### config.mk
export PLATFORM = sky130hd
export DESIGN_NAME = output_serializer
export DESIGN_NICKNAME = d
export VERILOG_FILES = /design/src/rtl/output_serializer.sv
export SDC_FILE = /design/constraint.sdc
export NUM_CORES = 1
export LEC_CHECK = 0
export CAP_MARGIN = 15
export CELL_PAD_IN_SITES_DETAIL_PLACEMENT = 1
export CELL_PAD_IN_SITES_GLOBAL_PLACEMENT = 2
export CORE_MARGIN = 5
export CORE_UTILIZATION = 44
export CTS_BUF_LIST = sky130_fd_sc_hd__clkbuf_8
export CTS_CLUSTER_DIAMETER = 30
export DETAILED_ROUTE_END_ITERATION = 10
export PLACE_DENSITY_LB_ADDON = 0.05
export SLEW_MARGIN = 20
export SYNTH_ARGS = -nofsm -noshare
export SYNTH_HDL_FRONTEND = slang
export SYNTH_SLANG_ARGS = --single-unit
### constraint.sdc
create_clock -name clk -period 3.1 [get_ports clk]
set_clock_uncertainty 0.2 [all_clocks]
set_input_delay 0.465 -clock clk [delete_from_list [all_inputs] [get_ports clk]]
set_output_delay 0.465 -clock clk [all_outputs]
set_load 0.005 [all_outputs]
### src/rtl/output_serializer.sv
// output_serializer: buffers signed result words in a small FIFO, requests the
// shared narrow output bus with a req/gnt handshake, and serialises each word
// onto the bus in BEATS beats. A beat stalls whenever the grant is withdrawn.
module output_serializer #(
  parameter int DATA_W    = 16,
  parameter int BUS_W     = 8,
  parameter int DEPTH     = 4,
  parameter int MSB_FIRST = 0
) (
  input  logic                     clk,
  input  logic                     rst,
  input  logic signed [DATA_W-1:0] data_in,
  input  logic                     ready,
  input  logic                     getdata,
  input  logic                     gnt,
  output logic                     req,
  output logic                     sin_ready,
  output logic [BUS_W-1:0]         outputbus,
  output logic                     bus_valid,
  output logic                     full,
  output logic                     overflow
);

  localparam int BEATS  = (DATA_W + BUS_W - 1) / BUS_W;
  localparam int BEAT_W = (BEATS > 1) ? $clog2(BEATS) : 1;
  localparam int CNT_W  = $clog2(DEPTH + 1);
  localparam int PTR_W  = (DEPTH > 1) ? $clog2(DEPTH) : 1;
  localparam int PAD_W  = BEATS * BUS_W;

  typedef enum logic [1:0] {
    IDLE = 2'd0,
    REQ  = 2'd1,
    SEND = 2'd2
  } state_t;

  state_t            state_reg;
  state_t            state_next;

  logic [DATA_W-1:0] mem [DEPTH];
  logic [PTR_W-1:0]  wr_ptr_reg;
  logic [PTR_W-1:0]  rd_ptr_reg;
  logic [CNT_W-1:0]  count_reg;
  logic [BEAT_W-1:0] beat_reg;
  logic              overflow_reg;

  logic              last_beat;
  logic              push;
  logic              pop;
  logic [PAD_W-1:0]  head_padded;
  logic [BUS_W-1:0]  beat_data [BEATS];
  logic [BEAT_W-1:0] beat_sel;

  // A word leaves the FIFO on the granted edge that carries its last beat; a
  // write is accepted when there is room or when that pop frees a slot.
  assign last_beat = (beat_reg == BEAT_W'(BEATS - 1));
  assign pop       = (state_reg == SEND) && gnt && last_beat;
  assign push      = ready && ((count_reg != CNT_W'(DEPTH)) || pop);
  assign full      = (count_reg == CNT_W'(DEPTH));
  assign overflow  = overflow_reg;

  // FIFO storage write; contents need no reset because count gates every read.
  always_ff @(posedge clk) begin
    if (push) begin
      mem[wr_ptr_reg] <= data_in;
    end
  end

  // FIFO pointers, occupancy count and the sticky overflow flag.
  always_ff @(posedge clk or posedge rst) begin
    if (rst) begin
      wr_ptr_reg   <= '0;
      rd_ptr_reg   <= '0;
      count_reg    <= '0;
      overflow_reg <= 1'b0;
    end else begin
      if (push) begin
        wr_ptr_reg <= (wr_ptr_reg == PTR_W'(DEPTH - 1)) ? '0 : wr_ptr_reg + PTR_W'(1);
      end
      if (pop) begin
        rd_ptr_reg <= (rd_ptr_reg == PTR_W'(DEPTH - 1)) ? '0 : rd_ptr_reg + PTR_W'(1);
      end
      if (push && !pop) begin
        count_reg <= count_reg + CNT_W'(1);
      end else if (pop && !push) begin
        count_reg <= count_reg - CNT_W'(1);
      end
      if (ready && !push) begin
        overflow_reg <= 1'b1;
      end
    end
  end

  // Head word zero-padded up to a whole number of beats, then split into beats.
  always_comb begin
    head_padded               = '0;
    head_padded[DATA_W-1:0]   = mem[rd_ptr_reg];
  end

  generate
    for (genvar gi = 0; gi < BEATS; gi++) begin : g_beat
      assign beat_data[gi] = head_padded[gi*BUS_W +: BUS_W];
    end
  endgenerate

  // The beat counter runs in send order; map it to a beat position here.
  assign beat_sel = (MSB_FIRST != 0) ? (BEAT_W'(BEATS - 1) - beat_reg) : beat_reg;

  // Beat counter: restarts on grant in REQ, advances on every granted SEND edge.
  always_ff @(posedge clk or posedge rst) begin
    if (rst) begin
      beat_reg <= '0;
    end else begin
      case (state_reg)
        REQ:     if (gnt) beat_reg <= '0;
        SEND:    if (gnt) beat_reg <= last_beat ? '0 : beat_reg + BEAT_W'(1);
        default: beat_reg <= '0;
      endcase
    end
  end

  // FSM state register.
  always_ff @(posedge clk or posedge rst) begin
    if (rst) begin
      state_reg <= IDLE;
    end else begin
      state_reg <= state_next;
    end
  end

  // FSM next-state logic; getdata only matters in IDLE with a word queued.
  always_comb begin
    state_next = state_reg;
    case (state_reg)
      IDLE:    if ((count_reg != '0) && getdata) state_next = REQ;
      REQ:     if (gnt) state_next = SEND;
      SEND:    if (gnt && last_beat) state_next = IDLE;
      default: state_next = IDLE;
    endcase
  end

  // FSM outputs; the bus is driven only on granted SEND cycles and is 0 otherwise.
  always_comb begin
    req       = 1'b0;
    sin_ready = 1'b0;
    bus_valid = 1'b0;
    outputbus = '0;
    case (state_reg)
      IDLE: sin_ready = (count_reg != '0);
      REQ:  req = 1'b1;
      SEND: begin
        req       = 1'b1;
        bus_valid = gnt;
        if (gnt) begin
          outputbus = beat_data[beat_sel];
        end
      end
      default: ;
    endcase
  end

endmodule
## Word-level counts from Yosys, hierarchy flattened

Memory sizes are Yosys's and may differ from the RTL's.
Index checks and enable logic that the tools add are counted.

- Mux-type cells: 22
- $lt $le $gt $ge: 1
- Add/subtract/negate cells: 5
- Equal/unequal tests: 10
- Reductions and logical operators: 17
- Bitwise operators: 1

Operators by type and width:

| kind | count |
|---|---|
| two-way mux 8 bit | 5 |
| two-way mux 2 bit | 5 |
| logical AND 1 bit | 8 |
| two-way mux 1 bit | 8 |
| == test 2 bit (second input constant) | 3 |
| two-way mux 3 bit | 2 |
| != test 2 bit (second input constant) | 3 |
| one-hot mux 2 bit (3 select lines) | 1 |
| adder 2 x 1 -> 2 bit (second input constant) | 2 |
| adder 3 x 1 -> 3 bit (second input constant) | 1 |
| == test 3 bit (second input constant) | 1 |
| != test 3 bit (second input constant) | 1 |
| AND reduction 3 bit | 1 |
| nonzero test 3 bit | 1 |
| subtractor 3 x 1 -> 3 bit (second input constant) | 1 |
| == test 2 x 1 -> 1 bit (second input constant) | 1 |
| greater-or-equal comparator 2 bit (second input constant) | 1 |
| logical NOT 1 bit | 2 |
| logical NOT 2 bit | 1 |
| != test 2 x 1 -> 1 bit (second input constant) | 1 |
| NOT 1 -> 2 bit | 1 |
| one-hot mux 1 bit (2 select lines) | 1 |
| AND reduction 2 bit | 1 |
| nonzero test 2 bit | 1 |
| other kinds (3) | 3 |

- Output and inout port bits: 13
- Memories: 1
- Input bits: 21
- RAM bits: 64
- Logic and storage cells: 63
- Register bits after elaboration: 11

Memories:

| memory | words | width | read ports | clocked after Yosys merged registers in | write ports | RTL line | source |
|---|---|---|---|---|---|---|---|
| mem | 4 | 16 | 1 | 0 | 1 | 39 | `logic [DATA_W-1:0] mem [DEPTH];` |

## Depth between registers and ports, before layout

- Depth after elaboration: 9
- Mapped depth: 12
- Mapped depth without buffers: 11

## Least setup slack after synthesis

OpenSTA, ideal clock, no wires.

- Kind: flip-flop to flip-flop
- From: register state_reg[0]
- To: register count_reg[2]
- Slack: 0.630 ns
- Arrival: 2.191 ns
- Stages on the path, launching flop included: 13
- Required time: 2.821 ns
- Library setup time: 0.079 ns
- Period minus slack after synthesis: 2.470 ns
- Path buffers: 1
- Cells stage by stage: dfrtp_1 -> inv_1 -> ha_1 -> and3_1 -> buf_4 -> inv_2 -> a21boi_4 -> ha_1 -> inv_1 -> fa_1 -> xor2_1 -> nor2_1 -> xor2_1

- Cells in the longest elaborated chain, start to end: 8
- Elaborated cells between the ends (all ways): 11
- Classes of those cells: 1 x eq/ne; 1 x mux; 9 x reduce/logical

Ends and longest elaborated chain:

| item | RTL line | source |
|---|---|---|
| start: declaration | 36 | `state_t state_reg;` |
| start signal: assignment | 126 | `state_reg <= state_next;` |
| == test 2 bit * | 56 | `assign pop = (state_reg == SEND) && gnt && last_beat;` |
| logical AND 1 bit * (2 in a row) | 56 |  |
| logical OR 1 bit * | 57 | `assign push = ready && ((count_reg != CNT_W'(DEPTH)) \|\| pop);` |
| logical AND 1 bit * | 57 |  |
| net push | 47 | `logic push;` |
| logical NOT 1 bit | 84 | `end else if (pop && !push) begin` |
| logical AND 1 bit | 84 |  |
| nonzero test 2 bit (no source line) | - |  |
| end signal: assignment | 83 | `count_reg <= count_reg + CNT_W'(1);` |
| end signal: assignment | 85 | `count_reg <= count_reg - CNT_W'(1);` |
| end: declaration | 42 | `logic [CNT_W-1:0] count_reg;` |

The timed path passes the listed nets; every way through them passes the cells marked *.
A chain may end at the register's enable or synchronous reset.

## Worst setup path after layout

- From: register state_reg[0]
- To: output outputbus[1]

- Cells in the longest elaborated chain, start to end: 2

Ends and longest elaborated chain:

| item | RTL line | source |
|---|---|---|
| == test 2 bit | 147 | `case (state_reg)` |
| two-way mux 8 bit | 147 |  |
| end: declaration | 18 | `output logic [BUS_W-1:0] outputbus,` |

Every way passes these cells.

==> out/results.ini <==
[outcome]
outcome=completed

[grt]
grt.met2_usage_pct=24.1
grt_busiest_layer=met2
grt_max_degree=19
grt.overflow.total=0
grt_usage_pct=14.3
antenna_found_initial=0
first_global_vias=1819
grt_pass1_wl_um=9180
grt_use_met1_pct=17.5
gr-usage-met3_pct=3.27

[worst_setup_path]
crit_fanout=9
r2r_start=state_reg[0]
r2r_slack_ns=0.54
worst-setup-path-type=flip-flop to output port
cp.arrival_ns=2.21
startpoint_type=flip-flop
end_kind=output port
r2r_end=count_reg[2]
ff2ff_path_depth=11
critPathRequiredTime_ns=2.43

[timing]
tns_ns=0
slew_viol_final=0
rsz0062_at_grt=no
setup_ws_ns=0.228
hold_viol_final=0
max_slew_margin_pct=70.0
max_freq_ghz=0.348
finalSetupViolations=0
worst_pin_slew_ns=0.450
fin_crit_sh_pct=92.7
fin_crit_ns=2.87

[synthesis]
yosysTopAreaCellShare_pct=61.4
ys_types=33
synth.largest_area_cell=edfxtp_1
synth_seq_area_share_pct=70.2
synthTopCellsByArea=edfxtp_1 61%, dfrtp_1 8.8%, mux4_1 6.7%
yosysMostFrequentCell=edfxtp_1
synth_edf_count=64
syn_area_um2=3130
ys_ff_latch=75
synthesis.instances=155
synthesis.nets=187
synth_commonest_cells=64 x edfxtp_1, 11 x dfrtp_1, 10 x ha_1
postSynth.asyncResetShare_pct=14.7
synth_warnings=0
synthFlopType=edfxtp_1
avgSynthCellArea_um2=20.2

[floorplan]
fp.dieW_um=94.4
io_pins=34
dieArea_um2=8900
num_rows=30
initial_core_util_pct=45.6
core_um2=6870
die_height_um=94.4

[power_and_ir_drop]
powerDensity_nw_per_um2=803
ir_drop_mv=0.360
p_leak_uw=0.00136

[place]
port_buffers=33
dp_slack_ns=0.275
dpl.hpwl_um=3830
gp_congestion=0.687

[cells_and_area]
n_antenna_cell=0
fillers=627
drive_gt1_share_pct=21.5
largest_reg_flops=64
final_nets=236
area_delta_synth_final_pct=21.1

[clock_network]
cts_sinks=75
cts_made_buffers=9
postCtsSetupRepairBufs=0
ctsHoldBuffers=0
cts_tree=yes
clockBufferDepth=2
htreeDepth=3
clkTransAtPathRegs_ns=0.08
ctsResizeCount=0
insertion_delay_ns=0.34
clock-root-buffer=clkbuf_8

[drt]
drcViolationCount=0
drt-initial-drc-count=42
drtPass1Iterations=4
routed_wl_um=5750
final_antenna_net_count=0
vias=1565
vias_per_cell=5.13
post_drt_wl_per_cell_um=18.8

[flow_run]
cap_viol_max_count=0

[hold_path]
hold_path.class=primary input to asynchronous set/reset pin

power breakdown:
part / total (uW) / switching [uW] / internal, uW
combinational: 908 / 421 / 488
sequential: 1450 / 102 / 1350
clock: 687 / 384 / 303
per-stage QoR:
step,power [uW],hold slack (ns),util (%),area [um2],std cells
2_1_floorplan,2060,0.117,-,3130,155
4_1_cts,3110,0.234,55.2,3790,305
5_1_grt,3250,0.266,55.2,3790,305
3_3_place_gp,2350,0.256,52.6,3610,289
3_5_place_dp,2420,0.277,52.6,3610,289
6_report,3040,0.223,55.2,3790,305
layer usage:
| metal | vias up | wire length, um |
|---|---|---|
| li1 | 721 | - |
| met1 | 808 | 2490 |
| met2 | 27 | 2910 |
| met3 | 9 | 243 |
| met4 | 0 | 96 |
| met5 | - | 0 |
logic make-up after synthesis:
| kind of cell | after synthesis | share of synthesized area [%] |
|---|---|---|
| DFF | 75 | 70.2 |
| muxes | 20 | 13.9 |
| AOI/OAI and AO/OA | 17 | 5.03 |
| and+or+nand+nor | 16 | 2.92 |
| buffers and inverters | 13 | 2.52 |
| adders and majority gates | 11 | 4.63 |
| xor gates and xnor gates | 3 | 0.839 |
worst max path at each step:
stage | cells past startpoint | endpoint | slack, ns | from
3_5_place_dp | 10 | count_reg[2] | 0.27 | gnt
6_report | 7 | outputbus[1] | 0.23 | state_reg[0]
2_1_floorplan | 12 | count_reg[2] | 0.63 | state_reg[0]
5_1_grt | 7 | outputbus[5] | 0.03 | state_reg[0]
3_3_place_gp | 6 | outputbus[6] | 0.36 | gnt
4_1_cts | 4 | outputbus[4] | 0.19 | rd_ptr_reg[0]
cells in the final DEF, fill, tap and decap left out, types with 2 or more instances in the layout:
| master | Yosys | layout |
|---|---|---|
| edfxtp_1 | 64 | 64 |
| clkdlybuf4s50_1 | 0 | 33 |
| dfrtp_1 | 11 | 11 |
| buf_4 | 1 | 11 |
| ha_1 | 10 | 10 |
| clkbuf_8 | 0 | 9 |
| mux4_1 | 8 | 8 |
| mux4_2 | 8 | 8 |
| a22o_1 | 8 | 8 |
| inv_1 | 6 | 6 |
| and2_1 | 5 | 5 |
| mux2_2 | 4 | 4 |
| nand2_1 | 3 | 3 |
| inv_6 | 0 | 3 |
| nor2b_1 | 2 | 2 |
| nor3_1 | 2 | 2 |
| nor2_1 | 2 | 2 |
| xor2_1 | 2 | 2 |
| clkinvlp_4 | 0 | 2 |
worst max-delay path, stage by stage, from the launching register on:
cell and delay [ns]:
dfrtp_1 0.42, inv_1 0.08, ha_1 0.23, and2_1 0.17
nor2b_1 0.13, buf_4 0.17, a22o_1 0.22, clkdlybuf4s50_1 0.45
cell type report:
class	instances	area, um2	area share, %
flip-flops and latches	75	2200	57.9
inverters	7	26.3	0.693
clock buffers	9	124	3.27
repair buffers	44	413	10.9
multi-input cells	67	856	22.6
well taps	96	120	3.17
clock inverters	7	57.6	1.52
(Power assumes the default switching activity.)
